[src/rtl/mcu_command_decoder.sv]
// Turns MCU command/data byte strobes into buffered framebuffer pixel writes and palette
// writes, with auto-incrementing addresses and sticky protocol/overflow error flags.
module mcu_command_decoder #(
  parameter int ADDRESS_WIDTH = 19,
  parameter int FRAME_SIZE    = 307200,
  parameter int FIFO_DEPTH    = 4
) (
  input  logic                     system_clock,
  input  logic                     reset,
  input  logic                     command_clock,
  input  logic [7:0]               command,
  input  logic                     data_clock,
  input  logic [7:0]               data,
  output logic                     pixel_valid,
  input  logic                     pixel_ready,
  output logic [ADDRESS_WIDTH-1:0] pixel_address,
  output logic [7:0]               pixel_data,
  output logic                     palette_write_enable,
  output logic [7:0]               palette_index,
  output logic [23:0]              palette_rgb,
  output logic                     busy,
  output logic                     protocol_error,
  output logic                     overflow,
  input  logic                     error_clear
);
  localparam int PTR_W = $clog2(FIFO_DEPTH);
  localparam int CNT_W = PTR_W + 1;
  localparam logic [ADDRESS_WIDTH-1:0] LAST_ADDR   = ADDRESS_WIDTH'(FRAME_SIZE - 1);
  localparam logic [23:0]              FRAME_LIMIT = 24'(FRAME_SIZE);
  localparam logic [CNT_W-1:0]         FULL_CNT    = CNT_W'(FIFO_DEPTH);

  typedef enum logic [1:0] {IDLE, SET_ADDRESS, WRITE_PIXELS, SET_PALETTE} state_t;

  state_t                   state_q;
  logic [1:0]               byte_cnt_q;
  logic [15:0]              addr_low_q;
  logic [ADDRESS_WIDTH-1:0] pix_addr_q;
  logic [7:0]               pal_idx_q, red_q, green_q;
  logic                     palette_we_q;
  logic [7:0]               palette_index_q;
  logic [23:0]              palette_rgb_q;
  logic                     protocol_error_q, overflow_q, busy_q;

  logic [ADDRESS_WIDTH-1:0] fifo_addr_q [FIFO_DEPTH];
  logic [7:0]               fifo_data_q [FIFO_DEPTH];
  logic [PTR_W-1:0]         wr_ptr_q, rd_ptr_q;
  logic [CNT_W-1:0]         count_q, count_d;

  logic                     pop, push_req, push_ok, fifo_full, partial_cmd;
  logic [23:0]              new_addr;
  logic [ADDRESS_WIDTH-1:0] pix_addr_inc;

  assign pixel_valid  = (count_q != '0);
  assign fifo_full    = (count_q == FULL_CNT);
  assign pop          = pixel_valid && pixel_ready;
  assign push_req     = data_clock && !command_clock && (state_q == WRITE_PIXELS);
  assign push_ok      = push_req && (!fifo_full || pop);
  assign new_addr     = {data, addr_low_q};
  assign pix_addr_inc = (pix_addr_q == LAST_ADDR) ? '0 : pix_addr_q + ADDRESS_WIDTH'(1);
  // Palette counts 0=index,1=R,2=G,3=B; only a half-received triplet counts as partial.
  assign partial_cmd  = ((state_q == SET_ADDRESS) && (byte_cnt_q != 2'd0)) ||
                        ((state_q == SET_PALETTE) && byte_cnt_q[1]);

  always_comb begin
    count_d = count_q;
    if (push_ok && !pop)      count_d = count_q + CNT_W'(1);
    else if (!push_ok && pop) count_d = count_q - CNT_W'(1);
  end

  assign pixel_address        = pixel_valid ? fifo_addr_q[rd_ptr_q] : '0;
  assign pixel_data           = pixel_valid ? fifo_data_q[rd_ptr_q] : '0;
  assign palette_write_enable = palette_we_q;
  assign palette_index        = palette_index_q;
  assign palette_rgb          = palette_rgb_q;
  assign busy                 = busy_q;
  assign protocol_error       = protocol_error_q;
  assign overflow             = overflow_q;

  always_ff @(posedge system_clock) begin
    if (push_ok) begin
      fifo_addr_q[wr_ptr_q] <= pix_addr_q;
      fifo_data_q[wr_ptr_q] <= data;
    end
  end

  always_ff @(posedge system_clock) begin
    if (reset) begin
      state_q          <= IDLE;
      byte_cnt_q       <= 2'd0;
      addr_low_q       <= '0;
      pix_addr_q       <= '0;
      pal_idx_q        <= '0;
      red_q            <= '0;
      green_q          <= '0;
      palette_we_q     <= 1'b0;
      palette_index_q  <= '0;
      palette_rgb_q    <= '0;
      protocol_error_q <= 1'b0;
      overflow_q       <= 1'b0;
      busy_q           <= 1'b0;
      wr_ptr_q         <= '0;
      rd_ptr_q         <= '0;
      count_q          <= '0;
    end else begin
      palette_we_q <= 1'b0;
      count_q      <= count_d;
      busy_q       <= (count_d != '0);
      if (push_ok) begin
        wr_ptr_q   <= wr_ptr_q + PTR_W'(1);
        pix_addr_q <= pix_addr_inc;
      end
      if (pop) rd_ptr_q <= rd_ptr_q + PTR_W'(1);
      // Clear first so that any set below in the same cycle takes precedence.
      if (error_clear) begin
        protocol_error_q <= 1'b0;
        overflow_q       <= 1'b0;
      end
      if (push_req && !push_ok) overflow_q <= 1'b1;

      if (command_clock) begin
        byte_cnt_q <= 2'd0;
        if (partial_cmd || data_clock) protocol_error_q <= 1'b1;
        case (command)
          8'h00:   state_q <= IDLE;
          8'h01:   state_q <= SET_ADDRESS;
          8'h02:   state_q <= WRITE_PIXELS;
          8'h03:   state_q <= SET_PALETTE;
          default: begin
            state_q          <= IDLE;
            protocol_error_q <= 1'b1;
          end
        endcase
      end else if (data_clock) begin
        case (state_q)
          IDLE: protocol_error_q <= 1'b1;
          SET_ADDRESS: begin
            case (byte_cnt_q)
              2'd0: begin
                addr_low_q[7:0] <= data;
                byte_cnt_q      <= 2'd1;
              end
              2'd1: begin
                addr_low_q[15:8] <= data;
                byte_cnt_q       <= 2'd2;
              end
              default: begin
                byte_cnt_q <= 2'd0;
                state_q    <= IDLE;
                if (new_addr >= FRAME_LIMIT) begin
                  pix_addr_q       <= '0;
                  protocol_error_q <= 1'b1;
                end else begin
                  pix_addr_q <= ADDRESS_WIDTH'(new_addr);
                end
              end
            endcase
          end
          WRITE_PIXELS: ;
          SET_PALETTE: begin
            case (byte_cnt_q)
              2'd0: begin
                pal_idx_q  <= data;
                byte_cnt_q <= 2'd1;
              end
              2'd1: begin
                red_q      <= data;
                byte_cnt_q <= 2'd2;
              end
              2'd2: begin
                green_q    <= data;
                byte_cnt_q <= 2'd3;
              end
              default: begin
                palette_we_q    <= 1'b1;
                palette_index_q <= pal_idx_q;
                palette_rgb_q   <= {red_q, green_q, data};
                pal_idx_q       <= pal_idx_q + 8'd1;
                byte_cnt_q      <= 2'd1;
              end
            endcase
          end
          default: state_q <= IDLE;
        endcase
      end
    end
  end
endmodule
[config.mk]
export PLATFORM = sky130hd
export DESIGN_NAME = mcu_command_decoder
export DESIGN_NICKNAME = d
export VERILOG_FILES = /design/src/rtl/mcu_command_decoder.sv
export SDC_FILE = /design/constraint.sdc
export NUM_CORES = 1
export LEC_CHECK = 0
export ABC_AREA = 1
export ABC_CLOCK_PERIOD_IN_PS = 4800
export CAP_MARGIN = 40
export CORE_ASPECT_RATIO = 0.6
export CORE_UTILIZATION = 50
export CTS_BUF_LIST = sky130_fd_sc_hd__clkbuf_16
export DETAILED_ROUTE_END_ITERATION = 8
export HOLD_SLACK_MARGIN = 0.02
export PLACE_DENSITY = 0.8
export SLEW_MARGIN = 20
export SYNTH_ARGS = -nofsm -noshare
export SYNTH_HDL_FRONTEND = slang
export SYNTH_SLANG_ARGS = --single-unit
[constraint.sdc]
create_clock -name system_clock -period 4.8 [get_ports system_clock]
set_input_delay 0.96 -clock system_clock [delete_from_list [all_inputs] [get_ports system_clock]]
set_output_delay 0.96 -clock system_clock [all_outputs]
set_load 0.02 [all_outputs]
## Yosys cells after proc, flatten, opt, wreduce, memory -nomap -nowiden

Memories as Yosys holds them, arrays and structs flattened. A register that Yosys moved wholly into a read port is not among the register bits.
Cells that the tools add are included.

- $add $sub $neg: 6
- Order comparisons: 1
- Equal/unequal tests: 11
- Muxes and demuxes: 37
- Bitwise logic cells: 5
- Reduce and logical (&&, ||, !) cells: 40

Operators by type and width:

| cell | count |
|---|---|
| $mux 19 | 8 |
| $ge 24x19->1 const B | 1 |
| $reduce_and 4->1 | 6 |
| $add 19x1->19 const B | 1 |
| $eq 19x19->1 const B | 1 |
| $eq 8x2->1 const B | 2 |
| $mux 2 | 8 |
| $pmux 8 s2 | 1 |
| $mux 1 | 12 |
| $pmux 2 s2 | 3 |
| $reduce_bool 2->1 | 5 |
| $logic_and 1x1->1 | 9 |
| $add 8x1->8 const B | 1 |
| $eq 8x1->1 const B | 1 |
| $logic_not 8->1 | 1 |
| $mux 8 | 1 |
| $reduce_or 4->1 | 2 |
| $eq 2x2->1 const B | 3 |
| $mux 3 | 2 |
| $pmux 2 s3 | 1 |
| $reduce_bool 3->1 | 2 |
| $reduce_or 2->1 | 3 |
| $not 1->1 | 5 |
| $add 2x1->2 const B | 2 |
| other kinds (12) | 19 |

- Register bits after elaboration: 106
- Bits in writable memories: 108
- Input port bits: 22
- Output and inout bits: 64
- Logic and storage cells: 119
- Memories kept: 2

Memory list:

| name | words | bits a word | rd ports | clocked after memory_dff | write ports | RTL line | source |
|---|---|---|---|---|---|---|---|
| fifo_addr_q | 4 | 19 | 1 | 1 | 1 | 44 | `logic [ADDRESS_WIDTH-1:0] fifo_addr_q [FIFO_DEPTH];` |
| fifo_data_q | 4 | 8 | 1 | 1 | 1 | 45 | `logic [7:0] fifo_data_q [FIFO_DEPTH];` |

## Depth between registers and ports, before layout

- Depth after elaboration: 9
- Mapped depth: 12
- Gate-level depth less buffers: 12

## Worst setup path before layout

Ideal clock, no wire load.

- Kind: input -> register
- From: input pixel_ready
- To: memory fifo_addr_q[0][0] (enable)
- Library setup time: 411 ps
- Arrival: 2572 ps
- Data required time: 4389 ps
- Path slack: 1817 ps
- Cell stages on the path: 5
- Path buffers: 1
- Cell sequence: inv_1 > nand3_1 > nand3_4 > buf_6 > nor2_1

- Cells in the longest elaborated chain, start to end: 5

RTL lines:

| item | RTL line | source |
|---|---|---|
| start, declared | 15 | `input logic pixel_ready,` |
| $logic_and 1x1->1 | 55 | `assign pop = pixel_valid && pixel_ready;` |
| $logic_or 1x1->1 | 57 | `assign push_ok = push_req && (!fifo_full \|\| pop);` |
| $logic_and 1x1->1 | 57 |  |
| $mux 1 | 80 | `if (push_ok) begin` |
| $mux 1 (implied by the code) | 81 | `fifo_addr_q[wr_ptr_q] <= pix_addr_q;` |
| end, declared | 44 |  |

Every way passes these cells.

==> impl_metrics.py <==
metrics = {
    "critical_path": {
        "path_max_fanout": 28,
        "worstSetupPathType": "flip-flop to primary output",
        "worst-r2r-cell-count": 7,
        "setup.worst_path.end_class": "primary output",
        "crit_buf_inv": 4,
        "worst_path_largest_cell_delay_ns": 0.64,
        "crit_path_cell_trace": "buf_4, clkinv_1, buf_16, nor2_1, o21ai_0, a21oi_1, clkdlybuf4s50_1",
        "crit_cells": 7,
        "arrival_ns": 2.93,
        "reg2reg_slack_ns": 2.18,
        "timing.rr.start": "byte_cnt_q[1]",
        "timing.critical_path.required_ns": 3.84,
        "cp_slowest_cell": "clkdlybuf4s50_1",
        "critical-path-top-delay-family": "buffers and inverters",
        "timing.critical_path.to": "pixel_data[4]",
        "r2r_end": "addr_low_q[0]",
        "critPathLaunchType": "flip-flop",
    },
    "layout": {
        "final-instance-count-excl-fill": 1314,
        "antenna_cells": 0,
        "fin_util_pct": 62.36,
        "layout_cell_share_with_drive_strength_beyond_1_pct": 7.963,
        "filler_cell_count": 1432,
        "multi_input_area_um2": 3188,
        "nets": 1101,
        "final-seq-area_um2": 5405,
        "area_growth_pct": 20.05,
        "layout.cell_area.non_filler_um2": 10880,
    },
    "floorplanning": {
        "core_area_um2": 17450,
        "chipWidth_um": 175.8,
        "initial_utilization_pct": 51.94,
        "die_height_um": 106.3,
        "count_of_standard_cell_rows": 37,
        "fp.dieArea_um2": 18690,
        "io-pin-count": 86,
    },
    "grt": {
        "maximum_number_of_pins_on_one_net_before_global_route_repair": 63,
        "overflow": 0,
        "global_route.usage.total_pct": 22.90,
        "number_of_antenna_violations_at_the_first_check_in_global_routing": 0,
        "grt_first_pass_wirelength_mm": 33.93,
        "first_global_vias": 6556,
    },
    "route": {
        "route.antenna.remaining_nets": 0,
        "top_layer_used": "met4",
        "met2WireLength_mm": 9.011,
        "drt_pre_antenna_iters": 5,
        "drt_first_iter_violations": 671,
        "dr_wl_met3_mm": 1.456,
        "drt-vias-per-instance": 5.351,
        "routedWlPerCell_um": 16.21,
        "vias": 7031,
        "drt-total-wl_mm": 21.30,
        "m1WireLength_mm": 10.55,
        "route.detailed.drc": 0,
    },
    "pwr": {
        "peak_supply_drop_mv": 0.2944,
        "leakage_component_of_the_power_nw": 3.956,
        "p_total_mw": 4.974,
        "cellPowerDensity_nw_per_um2": 457.1,
    },
    "clock_tree": {
        "cts-htree-levels": 1,
        "buffer_depth_of_the_longest_clock_path": 3,
        "path_clk_slew_ns": 0.07,
        "root_buffer": "clkbuf_16",
        "tritoncts_clock_tree": "built",
        "post_cts.repair.setup_buffers": 0,
        "cts-buffers-inserted": 20,
        "clock_insertion_delay_worst_skew_ns": 0.49,
        "cts_sinks": 216,
        "postCtsResizedCells": 0,
        "quantity_of_hold_fixing_buffers_added_after_cts": 0,
    },
    "place": {
        "place.port_buffers": 85,
        "placement.setup.worst_slack_ns": 1.476,
        "dpl_cell_area_um2": 10180,
        "finalWeightedCongestion": 0.8804,
        "dp_hpwl_mm": 13.88,
        "placedCellCount": 1278,
    },
    "yosys": {
        "synthTopCellsByArea": "edfxtp_1, dfxtp_1, nor2_1",
        "mappedNetlistNets": 1024,
        "netlist-cell-type-count": 40,
        "synth.top_cell.area_share_pct": 35.78,
        "synth-seq-cells": 216,
        "cell_taking_the_most_area_after_synthesis": "edfxtp_1",
        "syn-mean-instance-area_um2": 9.166,
        "yosysSeqAreaShare_pct": 59.63,
        "synth.cell_area_um2": 9065,
        "synth_warnings": 0,
        "synthCells": 989,
    },
    "sta": {
        "postLayoutSetupSlackWorst_ns": 0.9110,
        "whs_ns": 0.4456,
        "rsz0062_at_grt": "false",
        "finalWorstPathRequiredPeriod_ns": 3.889,
        "finalMaxSlewViolations": 0,
        "tns_ns": 0,
        "final_hold_violation_count": 0,
        "worst_slew_pin_slew_ns": 0.7692,
        "period_share_pct": 81.02,
        "slew-limit-headroom_pct": 48.44,
        "clock-skew-final_ns": 0.01060,
        "final-setup-viol-count": 0,
        "maxClockFrequency_mhz": 257.1,
    },
    "status": {
        "run_status": "completed",
    },
    "hold_path": {
        "min-delay-path-class": "flip-flop to flip-flop",
    },
    "job": {
        "max-cap-violations": 0,
    },
}
cell usage after synthesis (all sizes together):
cell,count
nor2,245
xor2,8
xnor2,5
or2,1
a21boi,1
buf,14
ha,13
nand2,91
o22ai,2
a31oi,1
nand3,34
nand4,9
o211ai,3
edfxtp,108
a22oi,2
clkbuf,30
o21ai,148
clkinv,3
a221oi,3
a211oi,1
nor3,8
dfxtp,108
nor4,1
a21oi,76
inv,73
o21a,1
how the worst min path moves through the flow:
stage,start,to,slack (ns),depth (start not counted)
floorplan,addr_low_q[3],pix_addr_q[3],0.43,2
global placement,addr_low_q[6],pix_addr_q[6],0.44,2
detailed placement,addr_low_q[3],pix_addr_q[3],0.45,2
CTS,addr_low_q[6],pix_addr_q[6],0.45,2
global route,addr_low_q[5],pix_addr_q[5],0.47,2
finish,addr_low_q[6],pix_addr_q[6],0.45,2
flip-flops by register name (all words and copies together), names as in the netlist, 3 cells and up, named ones only:
register and count:
palette_rgb 24, green_q 8, fifo_data_q 32, fifo_addr_q 76
pix_addr_q 19, palette_index 8, pal_idx_q 8, count_q 3
red_q 8, addr_low_q 16
tightest hold or removal path, delay by kind of cell, from the launching register on:
kind	cells	cell delay, ns
compound gates	1	0.05
flops	1	0.30
simple gates	1	0.05
layout by cell type, fill, tap and decap left out, types with 6 or more instances in the layout:
master	Yosys	layout
inv_1	62	65
nor3_1	6	6
clkdlybuf4s50_1	0	85
o21ai_1	8	8
nor2_4	6	6
a21oi_1	76	76
nand2_2	6	6
nor2_2	3	7
dfxtp_1	108	108
clkbuf_16	0	21
nor2_1	236	232
ha_1	13	13
inv_2	11	12
nand4_1	8	8
o21ai_0	139	139
xor2_1	8	8
nand3_1	30	30
nand2_1	84	84
buf_4	3	11
edfxtp_1	108	108
routing by layer:
layer / global-route usage (%) / up-vias
li1: - / 3470
met1: 34.82 / 3308
met2: 34.27 / 222
met3: 3.863 / 31
met4: 4.472 / 0
met5: 0 / -
final cells by class:
type,count,area share [%]
clock buffer,21,4.829
clock inverter,15,1.633
inverter,76,2.621
multi-input combinational,653,29.29
sequential,216,49.67
tap,234,2.690
timing repair buffer,99,9.267
kinds of logic (layout without fill, tap and decap cells):
kind of cell / count (synthesis) / in the layout / share of synthesized area, %
adder cells (fa/ha/maj): 13 / 13 / 1.794
buffers and inverters: 120 / 211 / 5.314
AO/OA/AOI/OAI: 238 / 238 / 13.64
AND/OR/NAND/NOR: 389 / 389 / 18.37
flip-flops: 216 / 216 / 59.63
XOR/XNOR: 13 / 13 / 1.256
power by group:
part / internal, mW / total (mW) / switching (mW)
logic: 0.522 / 1.31 / 0.785
clock network: 1.01 / 1.70 / 0.685
registers: 1.95 / 1.97 / 0.0215
Power figures use the tool's default switching activity.
